$ cat src/rtl/fmul_result_stage.sv
// -----------------------------------------------------------------------------
// fmul_result_stage
//
// This is the registered result stage that sits after the combinational 32-bit
// Vedic float multiplier. The stage receives each operand pair together with
// the multiplier's raw packed output. It replaces that output wherever the
// multiplier gives a wrong answer: NaN, infinity, zero/denormal operands, and
// exponent overflow/underflow. Corrected results go into a 2-entry FIFO that
// drains through a valid/ready handshake. The stage does no rounding, so any
// mantissa truncation done by the multiplier is passed through as-is.
//
// Ports
//   clk         rising-edge clock
//   rst         asynchronous, active-high reset (clears FIFO and outputs)
//   in_valid    op_a/op_b/mul_o are valid this cycle
//   in_ready    stage can accept a pair (count < 2, registered only)
//   op_a, op_b  IEEE-754 single operands, the same ones fed to the multiplier
//   mul_o       raw multiplier output for op_a * op_b
//   out_valid   FIFO head is valid
//   out_ready   consumer takes the head this cycle
//   out_result  corrected product at the FIFO head
//   out_flags   {invalid, overflow, underflow, zero} for the head entry
// -----------------------------------------------------------------------------
module fmul_result_stage #(
   parameter int MSB  = 31,
   parameter int BIAS = 127
) (
   input  logic           clk,
   input  logic           rst,
   input  logic           in_valid,
   output logic           in_ready,
   input  logic [MSB:0]   op_a,
   input  logic [MSB:0]   op_b,
   input  logic [MSB:0]   mul_o,
   output logic           out_valid,
   input  logic           out_ready,
   output logic [MSB:0]   out_result,
   output logic [3:0]     out_flags
);

   localparam int ENTRY_W = MSB + 1 + 4;

   // ---------------------------------------------------------------
   // Field decode
   // ---------------------------------------------------------------
   logic        a_sign, b_sign, res_sign;
   logic [7:0]  a_exp, b_exp;
   logic [22:0] a_man, b_man;
   logic        a_nan, b_nan, a_inf, b_inf, a_zero, b_zero;

   assign a_sign   = op_a[MSB];
   assign b_sign   = op_b[MSB];
   assign a_exp    = op_a[30:23];
   assign b_exp    = op_b[30:23];
   assign a_man    = op_a[22:0];
   assign b_man    = op_b[22:0];
   assign res_sign = a_sign ^ b_sign;

   assign a_nan  = (a_exp == 8'hFF) && (a_man != 23'd0);
   assign b_nan  = (b_exp == 8'hFF) && (b_man != 23'd0);
   assign a_inf  = (a_exp == 8'hFF) && (a_man == 23'd0);
   assign b_inf  = (b_exp == 8'hFF) && (b_man == 23'd0);
   // A denormal operand is flushed to zero, so only the exponent is checked.
   assign a_zero = (a_exp == 8'h00);
   assign b_zero = (b_exp == 8'h00);

   // The multiplier sign is recomputed from the operands, so mul_o's sign bit
   // is deliberately ignored.
   logic mul_sign_unused;
   assign mul_sign_unused = mul_o[MSB];

   // ---------------------------------------------------------------
   // Exponent reconstruction
   // When the mantissa product normalises, the multiplier bumps its exponent
   // field by one, to eA+eB-126. Comparing that field (mod 256) tells us
   // whether normalisation happened, without re-doing the mantissa product.
   // ---------------------------------------------------------------
   logic [7:0]        norm_ref;
   logic              norm;
   logic [9:0]        exp_sum;
   logic signed [9:0] true_exp;

   assign norm_ref = a_exp + b_exp - 8'd126;
   assign norm     = (mul_o[30:23] == norm_ref);
   assign exp_sum  = {2'b00, a_exp} + {2'b00, b_exp};
   // The 10-bit signed range (-512..511) holds every reachable value (-127..384).
   assign true_exp = $signed(exp_sum - 10'(BIAS) + {9'd0, norm});

   // ---------------------------------------------------------------
   // Classification (priority order, first match wins)
   // ---------------------------------------------------------------
   logic [MSB:0] new_result;
   logic [3:0]   new_flags;

   always_comb begin
      new_result = {res_sign, mul_o[30:0]};
      new_flags  = 4'b0000;
      if (a_nan || b_nan || (a_inf && b_zero) || (a_zero && b_inf)) begin
         new_result = 32'h7FC0_0000;
         new_flags  = 4'b1000;
      end else if (a_inf || b_inf) begin
         new_result = {res_sign, 8'hFF, 23'd0};
         new_flags  = 4'b0000;
      end else if (a_zero || b_zero) begin
         new_result = {res_sign, 31'd0};
         new_flags  = 4'b0001;
      end else if (true_exp >= 10'sd255) begin
         new_result = {res_sign, 8'hFF, 23'd0};
         new_flags  = 4'b0100;
      end else if (true_exp <= 10'sd0) begin
         new_result = {res_sign, 31'd0};
         new_flags  = 4'b0011;
      end
   end

   // ---------------------------------------------------------------
   // 2-entry FIFO
   // ---------------------------------------------------------------
   logic [ENTRY_W-1:0] entry_q [2];
   logic [ENTRY_W-1:0] entry_d [2];
   logic               wr_ptr_q, wr_ptr_d;
   logic               rd_ptr_q, rd_ptr_d;
   logic [1:0]         count_q, count_d;
   logic               push, pop;
   logic [ENTRY_W-1:0] head;

   // in_ready depends only on registered count. A full FIFO therefore
   // refuses a push even if a pop happens in the same cycle.
   assign in_ready  = (count_q != 2'd2);
   assign out_valid = (count_q != 2'd0);
   assign push      = in_valid & in_ready;
   assign pop       = out_valid & out_ready;

   always_comb begin
      entry_d  = entry_q;
      wr_ptr_d = wr_ptr_q ^ push;
      rd_ptr_d = rd_ptr_q ^ pop;
      count_d  = count_q;
      if (push) begin
         entry_d[wr_ptr_q] = {new_result, new_flags};
      end
      if (push && !pop) begin
         count_d = count_q + 2'd1;
      end else if (pop && !push) begin
         count_d = count_q - 2'd1;
      end
   end

   always_ff @(posedge clk or posedge rst) begin
      if (rst) begin
         // Clearing the storage means the outputs read zero after reset and
         // no stale result can reappear.
         for (int i = 0; i < 2; i++) begin
            entry_q[i] <= '0;
         end
         wr_ptr_q <= 1'b0;
         rd_ptr_q <= 1'b0;
         count_q  <= 2'd0;
      end else begin
         entry_q  <= entry_d;
         wr_ptr_q <= wr_ptr_d;
         rd_ptr_q <= rd_ptr_d;
         count_q  <= count_d;
      end
   end

   // The head is read straight from the storage registers. While empty, no
   // write targets the slot at rd_ptr without also making out_valid high, so
   // the outputs stay stable.
   assign head       = entry_q[rd_ptr_q];
   assign out_result = head[ENTRY_W-1:4];
   assign out_flags  = head[3:0];

endmodule

$ cat config.mk
export PLATFORM = sky130hd
export DESIGN_NAME = fmul_result_stage
export DESIGN_NICKNAME = d
export VERILOG_FILES = /design/src/rtl/fmul_result_stage.sv
export SDC_FILE = /design/constraint.sdc
export NUM_CORES = 1
export LEC_CHECK = 0
export CAP_MARGIN = 0
export CELL_PAD_IN_SITES_DETAIL_PLACEMENT = 1
export CELL_PAD_IN_SITES_GLOBAL_PLACEMENT = 1
export CORE_MARGIN = 2
export CORE_UTILIZATION = 35
export DETAILED_ROUTE_END_ITERATION = 10
export PLACE_DENSITY_LB_ADDON = 0.1
export SLEW_MARGIN = 10
export SYNTH_ARGS = -nofsm -noshare
export SYNTH_HDL_FRONTEND = slang
export SYNTH_SLANG_ARGS = --single-unit
$ cat constraint.sdc
create_clock -name clk -period 4.9 [get_ports clk]
set_clock_uncertainty 0.1 [all_clocks]
set_input_delay 0.49 -clock clk [delete_from_list [all_inputs] [get_ports clk]]
set_output_delay 0.49 -clock clk [all_outputs]
set_load 0.02 [all_outputs]
-- Word level (Yosys, flattened, before mapping)
Cells that the tools add are included.
- $lt $le $gt $ge: 5
- mux-type cells: 18
- bitwise gates (word level): 7
- reductions and logical operators: 24
- equal/unequal tests: 4
- add/sub/neg operators: 7
- operators by type and width (operator ; count):
    $mux 36 ; 4
    $mux 31 ; 4
    $bwmux 72 ; 1
    $logic_not 23->1 ; 2
    $reduce_bool 23->1 ; 2
    $demux 36 s1 ; 1
    $mux 32 ; 1
    $eq 8x8->1 const B ; 2
    $logic_not 8->1 ; 2
    $add 10x1->10 ; 1
    $ge 10x9->1 const B ; 1
    $le 10x1->1 const B ; 1
    $sub 9x7->10 const B ; 1
    $add 8x8->9 ; 1
    $logic_and 1x1->1 ; 9
    $mux 3 ; 3
    $add 8x8->8 ; 1
    $eq 8x8->1 ; 1
    $sub 8x7->8 const B ; 1
    $mux 2 ; 3
    $logic_or 1x1->1 ; 5
    $ge 2x2->1 const B ; 2
    $mux 4 ; 1
    $not 1->2 ; 2
    8 further kinds ; 13
- input port bits: 100
- word-level logic and storage cells: 70
- register bits: 76

-- Longest topological paths before layout
- word-level depth: 11
- mapped depth: 25

-- Worst setup path after synthesis
No wires, ideal clock.
- kind: input to register
- from: input port op_a[24]
- to: register entry_q[10] (netlist name)
- setup time: 78 ps
- setup slack: 108 ps
- stages: 25
- data arrival time: 4614 ps
- required time: 4722 ps
- path through: inv_1 > ha_1 > inv_1 > ha_1 > inv_1 > fa_1 > o21ai_0 > a21o_1 > a21o_1 > a21oi_1 > xnor2_1 > nand3_1 > ha_1 > inv_1 > ha_1 > inv_1 > fa_1 > nand2b_1 > a211oi_1 > o22ai_1 > xnor2_1 > a21boi_4 > nand2_2 > buf_6 > o2bb2ai_1
- longest elaborated chain between the ends: 11
- ends and longest elaborated chain (item ; RTL line ; text):
    start, declared ; 32 ; input logic [MSB:0] op_a,
    $add 8x8->8 ; 83 ; assign norm_ref = a_exp + b_exp - 8'd126;
    $sub 8x7->8 ; 83 ;
    $eq 8x8->1 ; 84 ; assign norm = (mul_o[30:23] == norm_ref);
    $add 10x1->10 ; 87 ; assign true_exp = $signed(exp_sum - 10'(BIAS) + {9'd0, norm});
    $le 10x1->1 ; 110 ; end else if (true_exp <= 10'sd0) begin
    $mux 31 ; 110 ;
    $mux 31 ; 107 ; end else if (true_exp >= 10'sd255) begin
    $mux 31 ; 104 ; end else if (a_zero || b_zero) begin
    $mux 31 ; 101 ; end else if (a_inf || b_inf) begin
    $mux 32 (*) ; 98 ; if (a_nan || b_nan || (a_inf && b_zero) || (a_zero && b_inf)) begin
    $bwmux 72 (*) ; 140 ; entry_d[wr_ptr_q] = {new_result, new_flags};
    end signal, assigned ; 160 ; entry_q <= entry_d;
    end, declared ; 119 ; logic [ENTRY_W-1:0] entry_q [2];
Every way passes the cells marked *; elsewhere a longest branch is shown, timed or not.
A chain may end at the register's enable or synchronous reset.

-- Worst setup path in the final report
- from: input port op_a[27]
- to: register entry_q[31] (netlist name)
Same word-level chain as after synthesis.

==> summary by stage <==
Global routing
The total overflow left after global routing is 0. The initial antenna violation count was 0. The global-route wire length before repair is 24,900 µm. Entering global routing, the biggest net connects 61 pins. The via count of the first global-routing pass is 4,905.

The global-route total usage across every layer is 21.9%.

Worst setup path
The critical path runs through a total of 22 cells. The start-to-end type of the worst setup path is input pin to register. In this run the critical register-to-register path is launched from count_q[0]$_DFFE_PP0P_. At the worst endpoint, the arrival time is 4.91 ns. In this run the critical register-to-register path is captured at entry_q[16]$_DFFE_PP0P_. Traced cell by cell, the critical path runs through clkdlybuf4s50_1 > ha_1 > ha_4 > a21o_1 > a21o_1 > a21oi_2 > xnor2_1 > nand3_1 > ha_1 > inv_2 > ha_2 > inv_1 > fa_2 > nand2b_4 > a211oi_2 > buf_4 > o22ai_2 > xnor2_2 > a21boi_4 > buf_6 > o211a_4 > a21oi_2. The cell count of the worst reg-to-reg path is 6.

Counting both buffers and inverters, the worst setup path holds a total of 5. At the worst endpoint, the required time is 5.01 ns. The register-to-register path setup slack is 2.39 ns. Broken down by cell family, the worst path's largest delay share belongs to compound AO/OA/AOI/OAI gates. In this run the worst path has a maximum fanout of 8.

The worst setup path is captured at a register. The cell type of the slowest stage on the worst timing path is clkdlybuf4s50_1. The highest cell delay on the worst timing path is 0.46 ns. The startpoint type of the worst setup path is an input pin.

Placed design
The count of buffers from port buffering is 136. Summed over all nets, the half-perimeter wirelength after detailed placement is 11,000 µm. The routability-driven placement congestion ratio is 0.848. After detailed placement, the total cell area comes to 0.00639 mm².

Counting tap cells, the placed design contains a total of 838 instances.

Worst hold path
The worst hold path terminates at entry_q[20]$_DFFE_PP0P_. The beginning of the worst hold path is entry_q[20]$_DFFE_PP0P_. The worst hold path depth is 1.

The class of the tightest hold or removal check is register to register.

Cells and area
The number of antenna diodes in the final layout is 0. The finished cells cover 0.00714 mm². After filler insertion, the fill cell instance count of the layout stands at 1,453. The area used by sequential logic in the layout is 0.00190 mm².

The area added between synthesis and finish is 55.9%. In the final layout, the share of cells above drive strength 1 is 23.7%. The net count of the finished layout is 813.

The final instance count without filler cells is 863. The area of combinational cells with multiple inputs is 0.00269 mm².

Synth
The most used flip-flop cell after synthesis is dfrtp_1. Sequential elements use 41.5% of the synthesized area. The net count of the mapped netlist is 636. In this run the mean area of a mapped cell was 8.96 µm². After synthesis the cells add up to 0.00458 mm². In this run, synthesis inferred 0 flip-flops with an integrated enable. The flip-flop and latch count after synthesis is 76. After synthesis, the share of flip-flops with an asynchronous set or reset is 100%.

After technology mapping, the gate count stands at 511. The total number of yosys warnings is 0. The number of distinct standard cells referenced by the synthesized netlist is 52.

Timing
The highest attainable clock frequency is 208 MHz. The final number of max-transition violations was 0. The final cycle utilization of the critical path is 97.9%.

The remaining max-slew budget at the tightest pin is 26.7%. Setup violations remaining at the end of the flow were counted as 0. The sum of negative setup slack is 0 ns. Counting I/O delays and the setup requirement, the final critical path takes 4.80 ns. Final hold analysis gives a worst-case slack of 0.389 ns. The number of hold violations in the final report is 0. For the pin with the worst max-slew slack, the measured transition is 1.10 ns.

Detailed routing
For this run, design rule violations remaining after detail routing come to 0. For this block, the initial DRC count from the detailed router was 167. Once detail routing completed, the nets flagged for antenna violations numbered 0. The routed length per instance is 18.2 µm.

Wires add up to 15,700 µm. The first detailed-routing pass took 4 iterations. After detailed routing, the number of vias per cell comes to 5.21. The routed layout has 4,497 vias.

Clocking
The clock passes through at most 2 buffers. In this run the clock root is driven by a clkbuf_16. Buffers inserted during clock tree synthesis total 9.

The clock edge transition at the registers on the reported setup and hold paths is 0.06 ns. TritonCTS built the clock tree. The hold buffer count at CTS is 0.

The deepest level of the CTS H-tree is 3. At the later pin of the worst-skew pair, clock insertion delay measures 0.33 ns. The number of sinks handled by clock tree synthesis is 76.

Power and ir drop
Net switching is 39.4% of the power. The switching power is 1.49 mW. The relative contribution of sequential cells to total power is 30.5%. In this run, the combinational gates consume 52.0% of the power. The clock network power share is 17.5%. The power density over cell area is 529 mW/mm². Cell internal power was estimated by the tool at 2.29 mW. The reported leakage power is 3.00 nW. IR analysis of the VDD net gives a maximum drop of 0.499 mV.

Floorplanning
The die is 118 µm tall. The boundary pin count is 138. The floorplan row count is 41.

The core outline area is 0.0127 mm². The die extent in x is 118 µm. The die covers 0.0140 mm². The starting utilization of the core area is 36.0%.

Outcome
The run finished with clean final reports.

Run
Across the run, the number of max-cap violations was 0.
what timing repair did:
item,CTS,global route
gates resized for setup,31,58
pin swaps,15,31
setup endpoints to repair,68,68
buffers inserted,6,4
cloned,2,0
cells by family after synthesis:
logic type,Yosys count,share of synthesized area (%)
AOI/OAI and AO/OA,127,18.6
xor gates and xnor gates,22,4.21
adders and majority gates,25,7.16
buffers and inverters,75,7.07
DFF,76,41.5
muxes,19,4.67
and+or+nand+nor,167,16.8
state kept, by name (all words and copies together) (netlist names):
| register | count |
|---|---|
| entry_q | 72 |
| wr_ptr_q | 1 |
| count_q | 2 |
| rd_ptr_q | 1 |
routing by layer:
metal	vias to the layer above	part of all wire [%]	track usage, %
li1	2129	-	-
met1	2239	44	27.9
met2	119	50	38.0
met3	10	4.7	5.07
met4	0	0.76	4.39
met5	-	0	0
through the flow:
step	utilization, %	power, mW	worst slack, ns
5_1_grt	56.1	4.01	-0.0825
3_5_place_dp	50.2	2.98	-0.791
4_1_cts	54.0	3.72	0.0191
3_3_place_gp	50.2	2.91	-0.540
2_1_floorplan	-	2.16	0.108
6_report	56.1	3.78	0.102
layout by cell type (no fill, tap or decap), drive strengths merged, types with 6 or more instances in the layout:
cell,count
clkbuf,12
o22ai,24
clkdlybuf4s50,128
nor4,13
o21ai,27
xnor2,16
inv,45
o2bb2ai,23
xor2,6
dfrtp,76
a21oi,28
mux2,19
nand2,87
nand4,7
ha,23
buf,60
nor2,32
power by group through the flow:
stage | Combinational, mW | Sequential (mW) | Clock (mW)
4_1_cts | 1.89 | 1.15 | 0.675
6_report | 1.97 | 1.15 | 0.661
5_1_grt | 2.12 | 1.19 | 0.697
2_1_floorplan | 1.13 | 1.03 | 0
3_5_place_dp | 1.82 | 1.15 | 0
3_3_place_gp | 1.77 | 1.14 | 0
synthesized netlist by cell type, drive strengths merged, types with 3 or more instances:
library cell,count,area (µm²)
a211oi,3,32.5
a21o,3,22.5
a21oi,28,140
and2,3,18.8
buf,13,91.3
clkbuf,17,63.8
dfrtp,76,1900
ha,23,288
inv,45,169
mux2,19,214
nand2,87,329
nand4,7,43.8
nor2,32,120
nor3,5,25.0
nor4,13,96.3
o21a,3,22.5
o21ai,27,135
o22ai,24,150
o2bb2ai,23,201
or2,3,18.8
or4,4,30.0
xnor2,16,140
xor2,6,52.6
final cells by class:
| cell class | instances | area share [%] |
|---|---|---|
| Clock buffer | 10 | 3.35 |
| Tap cell | 172 | 3.01 |
| Timing Repair Buffer | 196 | 26.2 |
| Clock inverter | 4 | 0.719 |
| Sequential cell | 76 | 26.7 |
| Multi-Input combinational cell | 360 | 37.7 |
| Inverter | 45 | 2.40 |
worst max path at each step:
stage              from                      end  slack, ns
2_1_floorplan  op_a[24]  entry_q[10]$_DFFE_PP0P_       0.11
3_3_place_gp   op_a[24]  entry_q[63]$_DFFE_PP0P_      -0.54
3_5_place_dp   op_a[24]  entry_q[70]$_DFFE_PP0P_      -0.79
4_1_cts        op_a[26]  entry_q[23]$_DFFE_PP0P_       0.02
5_1_grt        op_a[27]  entry_q[68]$_DFFE_PP0P_      -0.08
6_report       op_a[27]  entry_q[31]$_DFFE_PP0P_       0.10
No activity file was read; power rests on OpenSTA's default activity.
